File: config.mk
export PLATFORM = sky130hd
export DESIGN_NAME = alarm_controller_flat
export DESIGN_NICKNAME = d
export VERILOG_FILES = /design/src/rtl/alarm_pkg.sv /design/src/rtl/alarm_controller_if.sv /design/src/rtl/alarm_controller_bcd_time_inc.sv /design/src/rtl/alarm_controller.sv /design/src/flat_wrapper.sv
export SDC_FILE = /design/constraint.sdc
export NUM_CORES = 1
export LEC_CHECK = 0
export CORE_MARGIN = 2
export CORE_UTILIZATION = 54
export DETAILED_ROUTE_END_ITERATION = 8
export PLACE_DENSITY = 0.9
export SLEW_MARGIN = 40
export SYNTH_ARGS = -nofsm -noshare
export SYNTH_HDL_FRONTEND = slang
export SYNTH_SLANG_ARGS = --single-unit
File: constraint.sdc
create_clock -name clk -period 2.6 [get_ports clk]
set_clock_uncertainty 0.1 [all_clocks]
set_input_delay 0.52 -clock clk [delete_from_list [all_inputs] [get_ports clk]]
set_output_delay 0.52 -clock clk [all_outputs]
set_load 0.02 [all_outputs]
File: src/rtl/alarm_pkg.sv
// Shared types and constants for the alarm controller.
// Optional feature macro: SNOOZE_EN adds the SNOOZE state.
package alarm_pkg;

  typedef enum logic [2:0] {
    ST_RUN,
    ST_SET_TIME,
    ST_SET_ALARM,
    ST_RINGING
`ifdef SNOOZE_EN
    , ST_SNOOZE
`endif
  } state_t;

  localparam logic [3:0]  BCD_UNITS_MAX      = 4'd9;
  localparam logic [3:0]  MIN_TENS_MAX       = 4'd5;
  localparam logic [3:0]  HOUR_TENS_MAX      = 4'd2;
  localparam logic [3:0]  HOUR_UNITS_MAX_TOP = 4'd3;
  localparam logic [15:0] ALARM_RESET_BCD    = 16'h0600;

endpackage

File: src/rtl/alarm_controller_if.sv
// Button, time and display/buzzer signals of the alarm controller.
// master drives the buttons and current time; slave is the controller.
interface alarm_controller_if;

  logic        tick;
  logic        set_clock;
  logic        set_alarm;
  logic        alarm_off;
  logic        inc_min;
  logic        inc_hour;
  logic [15:0] time_bcd;
  logic        load;
  logic [15:0] load_bcd;
  logic [15:0] alarm_bcd;
  logic        show_alarm;
  logic        run_enable;
  logic        alarm_out;

  modport master (
    output tick, set_clock, set_alarm, alarm_off, inc_min, inc_hour, time_bcd,
    input  load, load_bcd, alarm_bcd, show_alarm, run_enable, alarm_out
  );

  modport slave (
    input  tick, set_clock, set_alarm, alarm_off, inc_min, inc_hour, time_bcd,
    output load, load_bcd, alarm_bcd, show_alarm, run_enable, alarm_out
  );

endinterface

File: src/rtl/alarm_controller_bcd_time_inc.sv
// Combinational BCD {h_t,h_u,m_t,m_u} minute/hour increment.
// Minutes wrap 59->00 without carrying into hours; hours wrap 23->00.
module Bcd_Time_Inc
  import alarm_pkg::*;
(
  input  logic [15:0] i_bcd,
  input  logic        i_inc_min,
  input  logic        i_inc_hour,
  output logic [15:0] o_bcd
);

  logic [3:0] w_ht, w_hu, w_mt, w_mu;

  always_comb begin
    w_ht = i_bcd[15:12];
    w_hu = i_bcd[11:8];
    w_mt = i_bcd[7:4];
    w_mu = i_bcd[3:0];
    if (i_inc_min) begin
      if (w_mu >= BCD_UNITS_MAX) begin
        w_mu = '0;
        w_mt = (w_mt >= MIN_TENS_MAX) ? '0 : w_mt + 4'd1;
      end else begin
        w_mu = w_mu + 4'd1;
      end
    end
    if (i_inc_hour) begin
      if (w_ht >= HOUR_TENS_MAX && w_hu >= HOUR_UNITS_MAX_TOP) begin
        w_ht = '0;
        w_hu = '0;
      end else if (w_hu >= BCD_UNITS_MAX) begin
        w_hu = '0;
        w_ht = w_ht + 4'd1;
      end else begin
        w_hu = w_hu + 4'd1;
      end
    end
    o_bcd = {w_ht, w_hu, w_mt, w_mu};
  end

endmodule

File: src/rtl/alarm_controller.sv
// Alarm clock controller: time/alarm setting FSM, alarm match and buzzer.
// Optional feature macro: SNOOZE_EN (inc_min while ringing snoozes).
module alarm_controller
  import alarm_pkg::*;
#(
  parameter int unsigned RING_SECONDS   = 60,
  parameter int unsigned SNOOZE_MINUTES = 5
) (
  input  logic              clk,
  input  logic              reset,
  alarm_controller_if.slave bus
);

  if (RING_SECONDS < 1 || RING_SECONDS > 255) begin : g_ring_range
    $error("RING_SECONDS must be in 1..255");
  end
  if (SNOOZE_MINUTES < 1 || SNOOZE_MINUTES > 9) begin : g_snooze_range
    $error("SNOOZE_MINUTES must be in 1..9");
  end

  localparam logic [7:0] RING_LAST = 8'(RING_SECONDS - 1);

  state_t      r_state, w_next;
  logic        r_prev_sc, r_prev_sa, r_prev_off, r_prev_im, r_prev_ih;
  logic        w_e_sc, w_e_sa, w_e_off, w_e_im, w_e_ih;
  logic [15:0] r_work, r_alarm, r_load_bcd;
  logic [15:0] w_work_inc, w_alarm_inc;
  logic        r_load, r_show, r_run_en, r_alarm_out, r_armed;
  logic [7:0]  r_ring_cnt;
  logic        w_match, w_ring_done, w_load_now, w_copy_work, w_trigger;

`ifdef SNOOZE_EN
  localparam logic [9:0] SNOOZE_LAST = 10'(SNOOZE_MINUTES * 60 - 1);
  logic [9:0] r_snz_cnt;
  logic       w_snz_done;
  assign w_snz_done = (r_snz_cnt == SNOOZE_LAST);
`endif

  assign w_e_sc      = bus.set_clock & ~r_prev_sc;
  assign w_e_sa      = bus.set_alarm & ~r_prev_sa;
  assign w_e_off     = bus.alarm_off & ~r_prev_off;
  assign w_e_im      = bus.inc_min   & ~r_prev_im;
  assign w_e_ih      = bus.inc_hour  & ~r_prev_ih;
  assign w_match     = (bus.time_bcd == r_alarm);
  assign w_ring_done = (r_ring_cnt == RING_LAST);

  Bcd_Time_Inc u_work_inc (
    .i_bcd      (r_work),
    .i_inc_min  (w_e_im),
    .i_inc_hour (w_e_ih),
    .o_bcd      (w_work_inc)
  );

  Bcd_Time_Inc u_alarm_inc (
    .i_bcd      (r_alarm),
    .i_inc_min  (w_e_im),
    .i_inc_hour (w_e_ih),
    .o_bcd      (w_alarm_inc)
  );

  always_ff @(posedge clk or negedge reset) begin
    if (!reset) r_state <= ST_RUN;
    else        r_state <= w_next;
  end

  always_comb begin
    w_next      = r_state;
    w_load_now  = 1'b0;
    w_copy_work = 1'b0;
    w_trigger   = 1'b0;
    case (r_state)
      ST_RUN: begin
        if (w_e_sc) begin
          w_next      = ST_SET_TIME;
          w_copy_work = 1'b1;
        end else if (w_e_sa) begin
          w_next = ST_SET_ALARM;
        end else if (w_match && r_armed) begin
          w_next    = ST_RINGING;
          w_trigger = 1'b1;
        end
      end
      ST_SET_TIME: begin
        if (w_e_sc) begin
          w_next     = ST_RUN;
          w_load_now = 1'b1;
        end
      end
      ST_SET_ALARM: begin
        if (w_e_sa) w_next = ST_RUN;
      end
      ST_RINGING: begin
        if (w_e_sc) begin
          w_next      = ST_SET_TIME;
          w_copy_work = 1'b1;
        end else if (w_e_sa) begin
          w_next = ST_SET_ALARM;
        end else if (w_e_off) begin
          w_next = ST_RUN;
`ifdef SNOOZE_EN
        end else if (w_e_im) begin
          w_next = ST_SNOOZE;
`endif
        end else if (bus.tick && w_ring_done) begin
          w_next = ST_RUN;
        end
      end
`ifdef SNOOZE_EN
      ST_SNOOZE: begin
        if (w_e_sc) begin
          w_next      = ST_SET_TIME;
          w_copy_work = 1'b1;
        end else if (w_e_sa) begin
          w_next = ST_SET_ALARM;
        end else if (w_e_off) begin
          w_next = ST_RUN;
        end else if (bus.tick && w_snz_done) begin
          w_next = ST_RINGING;
        end
      end
`endif
      default: w_next = ST_RUN;
    endcase
  end

  // Outputs are registered from the next state so they line up with r_state;
  // run_enable stays low through the load cycle and rises the clk after.
  always_ff @(posedge clk or negedge reset) begin
    if (!reset) begin
      r_prev_sc   <= 1'b0;
      r_prev_sa   <= 1'b0;
      r_prev_off  <= 1'b0;
      r_prev_im   <= 1'b0;
      r_prev_ih   <= 1'b0;
      r_work      <= '0;
      r_alarm     <= ALARM_RESET_BCD;
      r_load      <= 1'b0;
      r_load_bcd  <= '0;
      r_show      <= 1'b0;
      r_run_en    <= 1'b1;
      r_alarm_out <= 1'b0;
      r_armed     <= 1'b1;
      r_ring_cnt  <= '0;
    end else begin
      r_prev_sc   <= bus.set_clock;
      r_prev_sa   <= bus.set_alarm;
      r_prev_off  <= bus.alarm_off;
      r_prev_im   <= bus.inc_min;
      r_prev_ih   <= bus.inc_hour;
      if (w_copy_work)                r_work <= bus.time_bcd;
      else if (r_state == ST_SET_TIME) r_work <= w_work_inc;
      if (r_state == ST_SET_ALARM)    r_alarm <= w_alarm_inc;
      r_load      <= w_load_now;
      if (w_load_now) r_load_bcd <= r_work;
      r_show      <= (w_next == ST_SET_ALARM);
      r_run_en    <= (w_next != ST_SET_TIME) && !w_load_now;
      r_alarm_out <= (w_next == ST_RINGING);
      if (w_trigger)     r_armed <= 1'b0;
      else if (!w_match) r_armed <= 1'b1;
      if (r_state == ST_RINGING && w_next == ST_RINGING) begin
        if (bus.tick) r_ring_cnt <= r_ring_cnt + 8'd1;
      end else begin
        r_ring_cnt <= '0;
      end
    end
  end

`ifdef SNOOZE_EN
  always_ff @(posedge clk or negedge reset) begin
    if (!reset) begin
      r_snz_cnt <= '0;
    end else if (r_state == ST_SNOOZE && w_next == ST_SNOOZE) begin
      if (bus.tick) r_snz_cnt <= r_snz_cnt + 10'd1;
    end else begin
      r_snz_cnt <= '0;
    end
  end
`endif

  assign bus.load       = r_load;
  assign bus.load_bcd   = r_load_bcd;
  assign bus.alarm_bcd  = r_alarm;
  assign bus.show_alarm = r_show;
  assign bus.run_enable = r_run_en;
  assign bus.alarm_out  = r_alarm_out;

endmodule

File: src/flat_wrapper.sv
// flat-port wrapper written by rule: the top's interface ports become plain ports
module alarm_controller_flat import alarm_pkg::*;
#(
  parameter int unsigned RING_SECONDS   = 60,
  parameter int unsigned SNOOZE_MINUTES = 5
)
  (clk, reset, bus_tick, bus_set_clock, bus_set_alarm, bus_alarm_off, bus_inc_min, bus_inc_hour, bus_time_bcd, bus_load, bus_load_bcd, bus_alarm_bcd, bus_show_alarm, bus_run_enable, bus_alarm_out);
  alarm_controller_if bus_i ();
  input  logic clk;
  input  logic reset;
  input wire logic [$bits(bus_i.tick)-1:0] bus_tick;
  input wire logic [$bits(bus_i.set_clock)-1:0] bus_set_clock;
  input wire logic [$bits(bus_i.set_alarm)-1:0] bus_set_alarm;
  input wire logic [$bits(bus_i.alarm_off)-1:0] bus_alarm_off;
  input wire logic [$bits(bus_i.inc_min)-1:0] bus_inc_min;
  input wire logic [$bits(bus_i.inc_hour)-1:0] bus_inc_hour;
  input wire logic [$bits(bus_i.time_bcd)-1:0] bus_time_bcd;
  output wire logic [$bits(bus_i.load)-1:0] bus_load;
  output wire logic [$bits(bus_i.load_bcd)-1:0] bus_load_bcd;
  output wire logic [$bits(bus_i.alarm_bcd)-1:0] bus_alarm_bcd;
  output wire logic [$bits(bus_i.show_alarm)-1:0] bus_show_alarm;
  output wire logic [$bits(bus_i.run_enable)-1:0] bus_run_enable;
  output wire logic [$bits(bus_i.alarm_out)-1:0] bus_alarm_out;
  assign bus_i.tick = bus_tick;
  assign bus_i.set_clock = bus_set_clock;
  assign bus_i.set_alarm = bus_set_alarm;
  assign bus_i.alarm_off = bus_alarm_off;
  assign bus_i.inc_min = bus_inc_min;
  assign bus_i.inc_hour = bus_inc_hour;
  assign bus_i.time_bcd = bus_time_bcd;
  assign bus_load = bus_i.load;
  assign bus_load_bcd = bus_i.load_bcd;
  assign bus_alarm_bcd = bus_i.alarm_bcd;
  assign bus_show_alarm = bus_i.show_alarm;
  assign bus_run_enable = bus_i.run_enable;
  assign bus_alarm_out = bus_i.alarm_out;
  alarm_controller #(.RING_SECONDS(RING_SECONDS), .SNOOZE_MINUTES(SNOOZE_MINUTES)) u_core (.clk(clk), .reset(reset), .bus(bus_i));
endmodule
==> results of run 1 <==
[routing by layer]
layer | wire length [um] | up-vias
met2 | 4390 | 105
met3 | 397 | 25
li1 | - | 1403
met5 | 0 | -
met1 | 3840 | 1510
met4 | 268 | 0
[layout make-up]
cell class / instances / area, um^2 / area share
Inverter: 25 / 93.8 / 0.0197
Timing Repair Buffer: 79 / 748 / 0.157
Tap cell: 80 / 100 / 0.0210
Clock buffer: 11 / 131 / 0.0276
Clock inverter: 5 / 75.1 / 0.0158
Multi-Input combinational cell: 243 / 1880 / 0.395
Sequential cell: 69 / 1730 / 0.364
[per-stage QoR]
step	power, mW	cells	TNS, ns	utilization
floorplan	2.42	349	0	-
global route	4.20	512	0	0.705
finish	3.98	512	0	0.705
global placement	2.96	496	-0.0342	0.674
CTS	3.98	512	0	0.705
detailed placement	3.04	496	-0.162	0.674
[registers in the layout, summed over array words and instances (netlist names)]
register               cells
u_core.r_prev_off          1
u_core.bus.load_bcd       16
u_core.r_state             3
u_core.bus.alarm_out       1
u_core.r_prev_sa           1
u_core.bus.alarm_bcd      16
u_core.r_work             16
u_core.bus.run_enable      1
u_core.bus.load            1
u_core.bus.show_alarm      1
u_core.r_prev_sc           1
u_core.r_armed             1
u_core.r_prev_ih           1
u_core.r_ring_cnt          8
u_core.r_prev_im           1
[cells in the mapped netlist, drive strengths merged, types with 11 or more instances]
| library cell | number |
|---|---|
| nand2 | 24 |
| inv | 25 |
| mux2 | 20 |
| a21oi | 14 |
| o21ai | 15 |
| nor3 | 11 |
| nand3 | 11 |
| nor2 | 14 |
| dfrtp | 65 |
| ha | 23 |
| xnor2 | 23 |
[critical path, cell delays in order]
cell,delay [ns]
clkdlybuf4s50_1,0.45
xnor2_1,0.23
nand4_1,0.19
nor4_4,0.40
a41oi_2,0.33
nor4b_1,0.37
[where the power goes]
group          switching, mW  total [mW]  internal, mW
sequential             0.314        1.65          1.34
clock                  0.399       0.935         0.536
combinational          0.685        1.40         0.712
total                   1.40        3.98          2.59
[path summary, 6_finish.rpt]
kind | from | to | slack (ns)
max in group asynchronous | reset | u_core.bus.run_enable$_DFF_PN1_ | 2.00
max | bus_time_bcd[9] | u_core.r_ring_cnt[1]$_DFFE_PN0P_ | 0.26
min | reset | u_core.bus.alarm_bcd[13]$_DFFE_PN0P_ | 0.08
max reg2reg | u_core.bus.alarm_bcd[12]$_DFFE_PN0P_ | u_core.bus.alarm_bcd[13]$_DFFE_PN0P_ | 0.29
min in group clk | u_core.r_armed$_DFFE_PN1P_ | u_core.r_armed$_DFFE_PN1P_ | 0.39
min reg2reg | u_core.r_armed$_DFFE_PN1P_ | u_core.r_armed$_DFFE_PN1P_ | 0.39
[cell usage in the layout, fill, tap and decap left out, types with 14 or more instances in the layout]
master           count
a21oi_1             14
buf_4               19
clkdlybuf4s50_1     58
dfrtp_1             65
ha_1                23
inv_1               25
mux2_2              19
nand2_1             24
nor2_1              14
o21ai_0             15
xnor2_1             23
[logic make-up (layout without fill, tap and decap cells)]
family / count (synthesis) / after routing / share of synthesized area
simple gates: 102 / 102 / 0.152
flops: 69 / 69 / 0.461
buf+inv: 37 / 120 / 0.0419
xor+xnor: 27 / 27 / 0.0629
mux: 26 / 26 / 0.0769
compound gates: 64 / 64 / 0.128
fa+ha+maj: 23 / 23 / 0.0766
other cells: 1 / 1 / 0.000998
==> qor.csv, run 1 <==
stage,metric,value,unit
synthesis,Avg Inst Size Synth,10.8,um^2
worst_setup_path,Setup crit start kind,input port,
routing,Avg WL per Cell,17.4,um
timing,final setup fails,0,
timing,RSZ-0062 raised after global routing,no,
routing,drt drc,0,
timing,worst setup margin,0.264,ns
placement,RD Place Congestion,0.891,
floorplan,Die Ht,87.4,um
pwr,leakage,2.16,nW
worst_setup_path,crit path max fanout,10,
synthesis,Post-synth EDFFs,0,
cells_and_area,Layout area overhead,26.7,%
synthesis,Yosys reg bits,69,
floorplan,row cnt,30,
timing,count of pins over their slew limit,0,
grt,grt met1 use,0.322,
synthesis,ys flop type,dfrtp_1,
worst_setup_path,critical path data arrival time,2.48,ns
worst_setup_path,CP required,2.75,ns
cells_and_area,ant diodes,0,
grt,Most Crowded Layer GR,met2,
clock_network,later-pin clock latency in the skew report,0.36,ns
synthesis,sequential share of the synthesized area,0.461,
grt,first-pass GRT wire length,14600,um
floorplan,core area,0.00676,mm^2
synthesis,leading area contributor after synthesis,dfrtp_1,
clock_network,Post-CTS Setup Bufs,0,
clock_network,CTS root buf,clkbuf_8,
floorplan,Starting Density,0.556,
run_status,status,completed,
placement,buffers added on ports,59,
timing,Final Hold Viols,0,
flow_run,Max Cap Viol,0,
timing,Hold WS,0.0757,ns
grt,GR Util met2,0.398,
synthesis,asr flop ratio synth,1.00,
pwr,Power per Cell Area,837,mW/mm^2
floorplan,full die area,0.00764,mm^2
clock_network,CTS tree,yes,
clock_network,Worst-path clk slew,0.07,ns
grt,grt total ovfl,0,
synthesis,area share of the largest cell type after synthesis,0.433,
synthesis,Mapped Area,0.00376,mm^2
cells_and_area,Filler cells,460,
min_path,Hold Path Class,input port to async pin,
routing,Routed WL,8900,um
grt,Total GRT Usage,0.249,
clock_network,Clock Sinks,69,
clock_network,htree depth,3,
cells_and_area,design area,0.00476,mm^2
pwr,Max rail drop VDD,0.502,mV
synthesis,"top cells by area, synth","dfrtp_1 (43%), ha_1 (7.7%), mux2_2 (5.7%), xnor2_1 (5.4%), dfstp_2 (2.8%)",
placement,dpl ws,-0.0886,ns
cells_and_area,Nets,474,
routing,routed vias,3043,
synthesis,Synth Instances,349,
worst_setup_path,cells on worst reg2reg path,6,
clock_network,hold_buf cts,0,
floorplan,IO Pins,60,
grt,largest net degree at the start of global routing,70,
worst_setup_path,critical path capture point type,register,
cells_and_area,share of cells above drive strength 1,0.167,
timing,fin crit period,2.34,ns
routing,TritonRoute pass-1 iters,6,
clock_network,Max Root-Sink Buffers,2,
synthesis,"Distinct cells, synth",59,
clock_network,clock buffer count from CTS,9,
timing,Fmax,0.428,GHz
synthesis,YS warnings,0,
placement,placed cell area,0.00456,mm^2
routing,Antenna Nets Post-Route,0,
worst_setup_path,Setup CP Type,input port to register,
grt,vias in the first global route,3035,
routing,Iter 0 DRT Violations,325,
placement,Post-DP HPWL,6170,um
grt,initial antenna violation count,0,
floorplan,Chip Width,87.4,um
timing,crit share post-route,0.899,
synthesis,"Net Count, Synth",396,
clock_network,Post-CTS Resized,0,
grt,GR Util met3,0.0398,
routing,routed vias/inst,5.94,
No activity file was read; power rests on OpenSTA's default activity.
==> run 2, diff against run 1 <==
- CTS_CLUSTER_DIAMETER: not set -> 80
==> results of run 2 <==
Same layout as run 1: the final DEF is identical, and so are final timing and power.
